### config.mk
export PLATFORM = sky130hd
export DESIGN_NAME = pdm_audio_ctrl
export DESIGN_NICKNAME = d
export VERILOG_FILES = /design/src/rtl/pdm_audio_ctrl.sv
export SDC_FILE = /design/constraint.sdc
export NUM_CORES = 1
export LEC_CHECK = 0
export BUFFER_PORTS_ARGS = -buffer_cell sky130_fd_sc_hd__buf_4
export CAP_MARGIN = 20
export CORE_AREA = 2 2 75 77
export CTS_CLUSTER_DIAMETER = 120
export DETAILED_ROUTE_END_ITERATION = 7
export DIE_AREA = 0 0 77 79
export PLACE_DENSITY_LB_ADDON = 0.25
export SYNTH_ARGS = -nofsm -noshare
export SYNTH_HDL_FRONTEND = slang
export SYNTH_SLANG_ARGS = --single-unit
### constraint.sdc
create_clock -name i_clk -period 2.7 [get_ports i_clk]
set_clock_uncertainty 0.15 [all_clocks]
set_input_delay 0.54 -clock i_clk [delete_from_list [all_inputs] [get_ports i_clk]]
set_output_delay 0.54 -clock i_clk [all_outputs]
set_load 0.03 [all_outputs]
### src/rtl/pdm_audio_ctrl.sv
// rtl/pdm_audio_ctrl.sv - PDM microphone clock generator, warm-up sequencer and ones-count decimator
// Produces one CNT_W-bit PCM sample per DECIM PDM bits on a valid/ready output register.
module pdm_audio_ctrl #(
  parameter int CLK_DIV = 8,
  parameter int DECIM   = 64,
  parameter int WARMUP  = 1024,
  parameter int CNT_W   = 7
) (
  input  logic             i_clk,
  input  logic             i_reset,
  input  logic             i_enable,
  output logic             o_pdm_clk,
  input  logic             i_pdm_data_r,
  output logic [CNT_W-1:0] o_sample,
  output logic             o_valid,
  input  logic             i_ready,
  output logic             o_overrun,
  input  logic             i_clr_overrun,
  output logic             o_running
);

  localparam int DIV_W  = $clog2(CLK_DIV);
  localparam int WARM_W = (WARMUP > 1) ? $clog2(WARMUP) : 1;
  localparam int BIT_W  = $clog2(DECIM);

  localparam logic [DIV_W-1:0]  DIV_LAST  = DIV_W'(CLK_DIV - 1);
  localparam logic [DIV_W-1:0]  DIV_HALF  = DIV_W'(CLK_DIV / 2);
  localparam logic [WARM_W-1:0] WARM_LAST = WARM_W'(WARMUP - 1);
  localparam logic [BIT_W-1:0]  BIT_LAST  = BIT_W'(DECIM - 1);

  typedef enum logic [1:0] {
    IDLE   = 2'd0,
    WARM   = 2'd1,
    RUN    = 2'd2
  } state_t;

  state_t              state_q, state_d;
  logic [DIV_W-1:0]    div_cnt_q, div_cnt_d;
  logic [WARM_W-1:0]   warm_cnt_q, warm_cnt_d;
  logic [BIT_W-1:0]    bit_cnt_q, bit_cnt_d;
  logic [CNT_W-1:0]    acc_q, acc_d;
  logic                pdm_clk_q, pdm_clk_d;
  logic [CNT_W-1:0]    sample_q, sample_d;
  logic                valid_q, valid_d;
  logic                overrun_q, overrun_d;
  logic                running_q, running_d;

  logic                strobe;
  logic                complete;
  logic [CNT_W-1:0]    sample_sum;

  always_comb begin
    state_d    = state_q;
    div_cnt_d  = div_cnt_q;
    warm_cnt_d = warm_cnt_q;
    bit_cnt_d  = bit_cnt_q;
    acc_d      = acc_q;
    complete   = 1'b0;
    strobe     = (state_q != IDLE) && (div_cnt_q == DIV_LAST);
    sample_sum = acc_q + CNT_W'(i_pdm_data_r);

    if (state_q != IDLE) begin
      div_cnt_d = strobe ? '0 : div_cnt_q + 1'b1;
    end

    case (state_q)
      IDLE: begin
        div_cnt_d  = '0;
        warm_cnt_d = '0;
        bit_cnt_d  = '0;
        acc_d      = '0;
        if (i_enable) begin
          state_d = WARM;
        end
      end
      WARM: begin
        // Bits during warm-up are meaningless; only the strobes are counted.
        if (strobe) begin
          if (warm_cnt_q == WARM_LAST) begin
            warm_cnt_d = '0;
            state_d    = RUN;
          end else begin
            warm_cnt_d = warm_cnt_q + 1'b1;
          end
        end
      end
      RUN: begin
        if (strobe) begin
          if (bit_cnt_q == BIT_LAST) begin
            complete  = 1'b1;
            acc_d     = '0;
            bit_cnt_d = '0;
          end else begin
            acc_d     = sample_sum;
            bit_cnt_d = bit_cnt_q + 1'b1;
          end
        end
      end
      default: begin
        state_d = IDLE;
      end
    endcase

    if (!i_enable) begin
      state_d    = IDLE;
      div_cnt_d  = '0;
      warm_cnt_d = '0;
      bit_cnt_d  = '0;
      acc_d      = '0;
    end

    pdm_clk_d = (state_d != IDLE) && (div_cnt_d < DIV_HALF);
    running_d = (state_d == RUN);
  end

  always_comb begin
    sample_d  = sample_q;
    valid_d   = valid_q && !i_ready;
    overrun_d = i_clr_overrun ? 1'b0 : overrun_q;
    // Accept-and-reload in the same cycle is a clean hand-off, not a drop.
    if (complete) begin
      if (!valid_q || i_ready) begin
        sample_d = sample_sum;
        valid_d  = 1'b1;
      end else begin
        overrun_d = 1'b1;
      end
    end
  end

  always_ff @(posedge i_clk or posedge i_reset) begin
    if (i_reset) begin
      state_q    <= IDLE;
      div_cnt_q  <= '0;
      warm_cnt_q <= '0;
      bit_cnt_q  <= '0;
      acc_q      <= '0;
      pdm_clk_q  <= 1'b0;
      sample_q   <= '0;
      valid_q    <= 1'b0;
      overrun_q  <= 1'b0;
      running_q  <= 1'b0;
    end else begin
      state_q    <= state_d;
      div_cnt_q  <= div_cnt_d;
      warm_cnt_q <= warm_cnt_d;
      bit_cnt_q  <= bit_cnt_d;
      acc_q      <= acc_d;
      pdm_clk_q  <= pdm_clk_d;
      sample_q   <= sample_d;
      valid_q    <= valid_d;
      overrun_q  <= overrun_d;
      running_q  <= running_d;
    end
  end

  assign o_pdm_clk = pdm_clk_q;
  assign o_sample  = sample_q;
  assign o_valid   = valid_q;
  assign o_overrun = overrun_q;
  assign o_running = running_q;

endmodule

* After elaboration in Yosys (flattened, before gate mapping) *
Index checks and enable logic that the tools add are counted.

cells by class
  equality and inequality tests = 10
  order comparisons = 1
  add/subtract/negate cells = 4
  reduce and logical (&&, ||, !) cells = 12
  mux-type cells = 28

operators by type and width
  cell                                                             number
  10-bit 2-to-1 mux                                                3
  7-bit 2-to-1 mux                                                 3
  10-bit case mux with 2 select lines                              1
  6-bit 2-to-1 mux                                                 3
  7-bit case mux with 2 select lines                               1
  3-bit 2-to-1 mux                                                 4
  6-bit case mux with 2 select lines                               1
  10-bit by 1-bit adder with 10-bit output, second input constant  1
  10-bit equality test, second input constant                      1
  1-bit 2-to-1 mux                                                 8
  7-bit by 1-bit adder with 7-bit output                           1
  6-bit by 1-bit adder with 6-bit output, second input constant    1
  6-bit equality test, second input constant                       1
  2-bit 2-to-1 mux                                                 3
  3-bit by 1-bit != test with 1-bit output, second input constant  2
  3-bit != test, second input constant                             2
  2-bit case mux with 3 select lines                               1
  2-bit AND reduction                                              3
  2-bit equality test, second input constant                       2
  2-bit nonzero test                                               2
  3-bit by 1-bit adder with 3-bit output, second input constant    1
  3-bit equality test, second input constant                       1
  1-bit logical AND                                                3
  3-bit < comparator, second input constant                        1
  4 further kinds                                                  5

word-level totals
  logic and storage cells = 65
  register bits = 39
  bits of input ports = 6
  output and inout port bits = 11

* Depth between registers and ports, before layout *
  depth in word-level cells = 8
  depth in mapped cells = 8
  gate-level depth less buffers = 6

* Worst setup path before layout *
No wires, ideal clock.

  kind = input to register
  from = input i_pdm_data_r
  to = register sample_q[6], in the netlist o_sample[6]
  data arrival time = 1.567 ns
  path slack = 0.858 ns
  stages = 6
  required time = 2.425 ns
  setup time = 0.125 ns
  cells stage by stage = ha_1 > ha_1 > and3_1 > nand3_1 > xnor2_1 > mux2_4

on the way
  longest elaborated chain between the ends = 1

RTL lines
  element                                 line  RTL
  start, declared                         13    input logic i_pdm_data_r,
  7-bit by 1-bit adder with 7-bit output  60    sample_sum = acc_q + CNT_W'(i_pdm_data_r);
  end signal, assigned                    150   sample_q <= sample_d;
  end, declared                           43    logic [CNT_W-1:0] sample_q, sample_d;

Every way passes these cells.
A chain may end at the register's enable or synchronous reset.

* Worst setup path in the final report *
  from = register div_cnt_q[0]
  to = register sample_q[1], in the netlist o_sample[1]

on the way
  longest elaborated chain between the ends = 5

RTL lines
  element                               line  RTL
  start, declared                       38    logic [DIV_W-1:0] div_cnt_q, div_cnt_d;
  start signal, assigned                145   div_cnt_q <= div_cnt_d;
  3-bit equality test                   59    strobe = (state_q != IDLE) && (div_cnt_q == DIV_LAST);
  1-bit logical AND                     59
  1-bit 2-to-1 mux                      88    if (strobe) begin
  1-bit 2-to-1 mux                      66    case (state_q)
  2-bit AND reduction (no source line)  n/a

Every way passes these cells.

==> results.py <==
metrics = {
    "status": {
        "status": "completed",
    },
    "logic_synthesis": {
        "ys.flop_type": "dfrtp_1",
        "syn_inst": 190,
        "syn_area_sq_um": 2024,
        "yosysSeqAreaShare_pct": 48.21,
        "async_flop_share_pct": 100.0,
        "ys_warn_count": 0,
        "synth.avg_cell_area_sq_um": 10.65,
        "synth_cell_types": 52,
        "synth_edf_count": 0,
        "syn-num-nets": 202,
        "ys_ff_latch": 39,
    },
    "setup_path": {
        "worstSetupPathType": "reg -> reg",
        "path_cells": "ha_1, ha_1, nand4_4, nor2b_2, mux2_1",
        "path_delay_family": "adder cells",
        "arrival_ns": 2.19,
        "cp_max_fo": 11,
        "cpPeakStageDelay_ns": 0.47,
        "cp.required_ns": 2.73,
        "worstSetupStartpointType": "flop",
        "regToRegSetupSlack_ns": 0.54,
        "cpMostUsedCell": "ha_1",
        "reg2reg_depth": 5,
        "slowest_stage": "ha_1",
        "worstReg2RegEnd": "o_sample[1]",
        "end_kind": "flop",
        "r2r_start": "div_cnt_q[0]",
        "path_buf_inv": 0,
    },
    "cts": {
        "cts_tree": "done",
        "post_cts_buffers": 0,
        "cts_resized": 0,
        "cts_buffers": 5,
        "clk_pin_slew_ns": 0.08,
        "clockRootBuffer": "clkbuf_8",
        "cts.path.max_buffers": 2,
        "clock_latency_ns": 0.30,
        "hold_buffers": 0,
        "htreeDepth": 2,
        "cts.sinks": 39,
    },
    "drt": {
        "drt-pass1-iter-count": 4,
        "wire_per_inst_um": 13.15,
        "postRouteAntennaNets": 0,
        "drt-total-wl_um": 3696,
        "route.detailed.drc": 0,
        "vias": 1453,
        "viasPerCell": 5.171,
        "dr.first_iter.drc_count": 75,
    },
    "cells_and_area": {
        "layout_common_cells": "39 x dfrtp_1, 19 x buf_4, 17 x nand2_1",
        "n_antenna_cell": 0,
        "syn_to_final_growth_pct": 13.35,
        "nNetsFinal": 220,
        "design_area_sq_um": 2295,
        "fillCellCount": 545,
        "drive_gt1_share_pct": 18.66,
        "final_common_cell": "dfrtp_1",
    },
    "timing": {
        "finalSetupTns_ns": 0,
        "slew-limit-headroom_pct": 66.24,
        "fmax_ghz": 0.4634,
        "rsz0062_at_grt": "no",
        "setup_viol_count_final": 0,
        "max_slew.worst_pin.slew_ns": 0.5065,
        "setup_slack_ns": 0.5419,
        "finalHoldViolCount": 0,
        "final-max-slew-violation-count": 0,
        "period_share_pct": 79.93,
        "min_period_ns": 2.158,
    },
    "die": {
        "fp.dieW_um": 77,
        "die_h_um": 79,
        "num_rows": 27,
        "start_util_pct": 37.93,
        "dieArea_sq_um": 6083,
        "io_pins": 17,
        "core_sq_um": 5338,
    },
    "global_route": {
        "grt_pass1_wl_um": 6444,
        "grt_start_max_net_pins": 40,
        "first_global_vias": 1350,
        "antenna_found_initial": 0,
        "grt_use_total_pct": 13.54,
        "grt_overflow": 0,
    },
    "job": {
        "max_cap_viol_count": 0,
    },
    "placed_design": {
        "place_area_sq_um": 2182,
        "place_ws_ns": 0.5280,
        "gp_congestion": 0.7497,
        "io_buffer_count": 16,
        "post-dp-hpwl_um": 2540,
    },
    "pwr": {
        "p_per_area_nw_per_um2": 496.2,
        "power_leakage_uw": 0.001081,
        "max-vdd-ir-drop_mv": 0.3706,
    },
    "worst_hold_path": {
        "hp-class": "in -> async",
    },
}
[final cells by class]
| cell class | count | area (sq um) | share of cell area, % |
|---|---|---|---|
| clock buffers | 5 | 68.82 | 2.999 |
| clock inverters | 3 | 43.79 | 1.908 |
| inverters | 4 | 15.01 | 0.6543 |
| multi-input cells | 139 | 958.4 | 41.77 |
| flip-flops and latches | 39 | 975.9 | 42.53 |
| well taps | 72 | 90.09 | 3.926 |
| repair buffers | 19 | 142.6 | 6.216 |
[cell families (layout without fill, tap and decap cells)]
family / after synthesis / after routing / synth area share [%]
xor gates and xnor gates: 5 / 5 / 2.163
DFF: 39 / 39 / 48.21
AOI/OAI and AO/OA: 52 / 52 / 16.62
adders and majority gates: 6 / 6 / 3.708
and+or+nand+nor: 68 / 68 / 19.84
muxes: 8 / 8 / 5.006
buffers and inverters: 12 / 31 / 4.450
[synthesized netlist by cell type (2+ instances only)]
cell      instances  area [sq um]
dfrtp_1          39         975.9
nand2_1          17         63.81
a21oi_1          15         75.07
o21ai_0          11         55.05
nand3_1          10         50.05
ha_1              6         75.07
and3_1            5         31.28
nor2_1            5         18.77
a22o_1            4         35.03
a31oi_1           4         25.02
buf_4             4         30.03
buf_6             4         45.04
inv_1             4         15.01
mux2_1            4         45.04
xnor2_1           4         35.03
and2_1            3         18.77
mux2_4            3         45.04
nor3_1            3         15.01
nor3b_1           3         22.52
o21a_1            3         22.52
o31ai_1           3         22.52
a21o_1            2         15.01
nand2b_1          2         12.51
nand4b_1          2         17.52
or3_1             2         12.51
or4_1             2         15.01
[worst register-to-register path: cells and delay by family, from the launching register on]
kind | cells | cell delay, ns
adder cells (fa/ha/maj) | 2 | 0.63
multiplexers | 1 | 0.36
AND/OR/NAND/NOR | 2 | 0.56
flip-flops | 1 | 0.35
[flip-flops by register name, summed over array words and instances, names as in the netlist]
register	count
warm_cnt_q	10
o_valid	1
acc_q	7
o_sample	7
state_q	2
o_overrun	1
o_running	1
o_pdm_clk	1
bit_cnt_q	6
div_cnt_q	3
[power by group]
group,internal (uW),total (uW),switching (uW)
logic,18.8,54.2,35.4
registers,589,594,4.87
clock network,275,490,215
total,883,1140,256
[stage by stage]
step | total power, uW | hold WS, ns | utilization [%] | std cells
after floorplan | 645.0 | 0.2692 | - | 190
after global placement | 661.6 | 0.2791 | 40.88 | 273
after detailed placement | 661.8 | 0.2858 | 40.88 | 273
after CTS | 1159 | 0.2185 | 42.99 | 281
after global routing | 1195 | 0.2368 | 42.99 | 281
final | 1139 | 0.2110 | 42.99 | 281
[routing by layer]
layer  wire length [um]  GRT usage (%)  vias to the layer above
li1                   -              -                      730
met1               1833          18.46                      702
met2               1685          20.18                       14
met3                103          3.182                        7
met4                 73          6.964                        0
met5                  0              0                        -
[worst max-delay path by stage]
stage | startpoint | endpoint | slack (ns) | cells past startpoint
finish | div_cnt_q[0] | o_sample[1] | 0.54 | 5
global route | div_cnt_q[0] | o_sample[1] | 0.36 | 5
CTS | div_cnt_q[0] | o_sample[1] | 0.50 | 5
detailed placement | div_cnt_q[0] | o_sample[0] | 0.53 | 5
global placement | div_cnt_q[0] | o_sample[0] | 0.57 | 5
floorplan | i_pdm_data_r | o_sample[6] | 0.86 | 6
(Power assumes the default switching activity.)
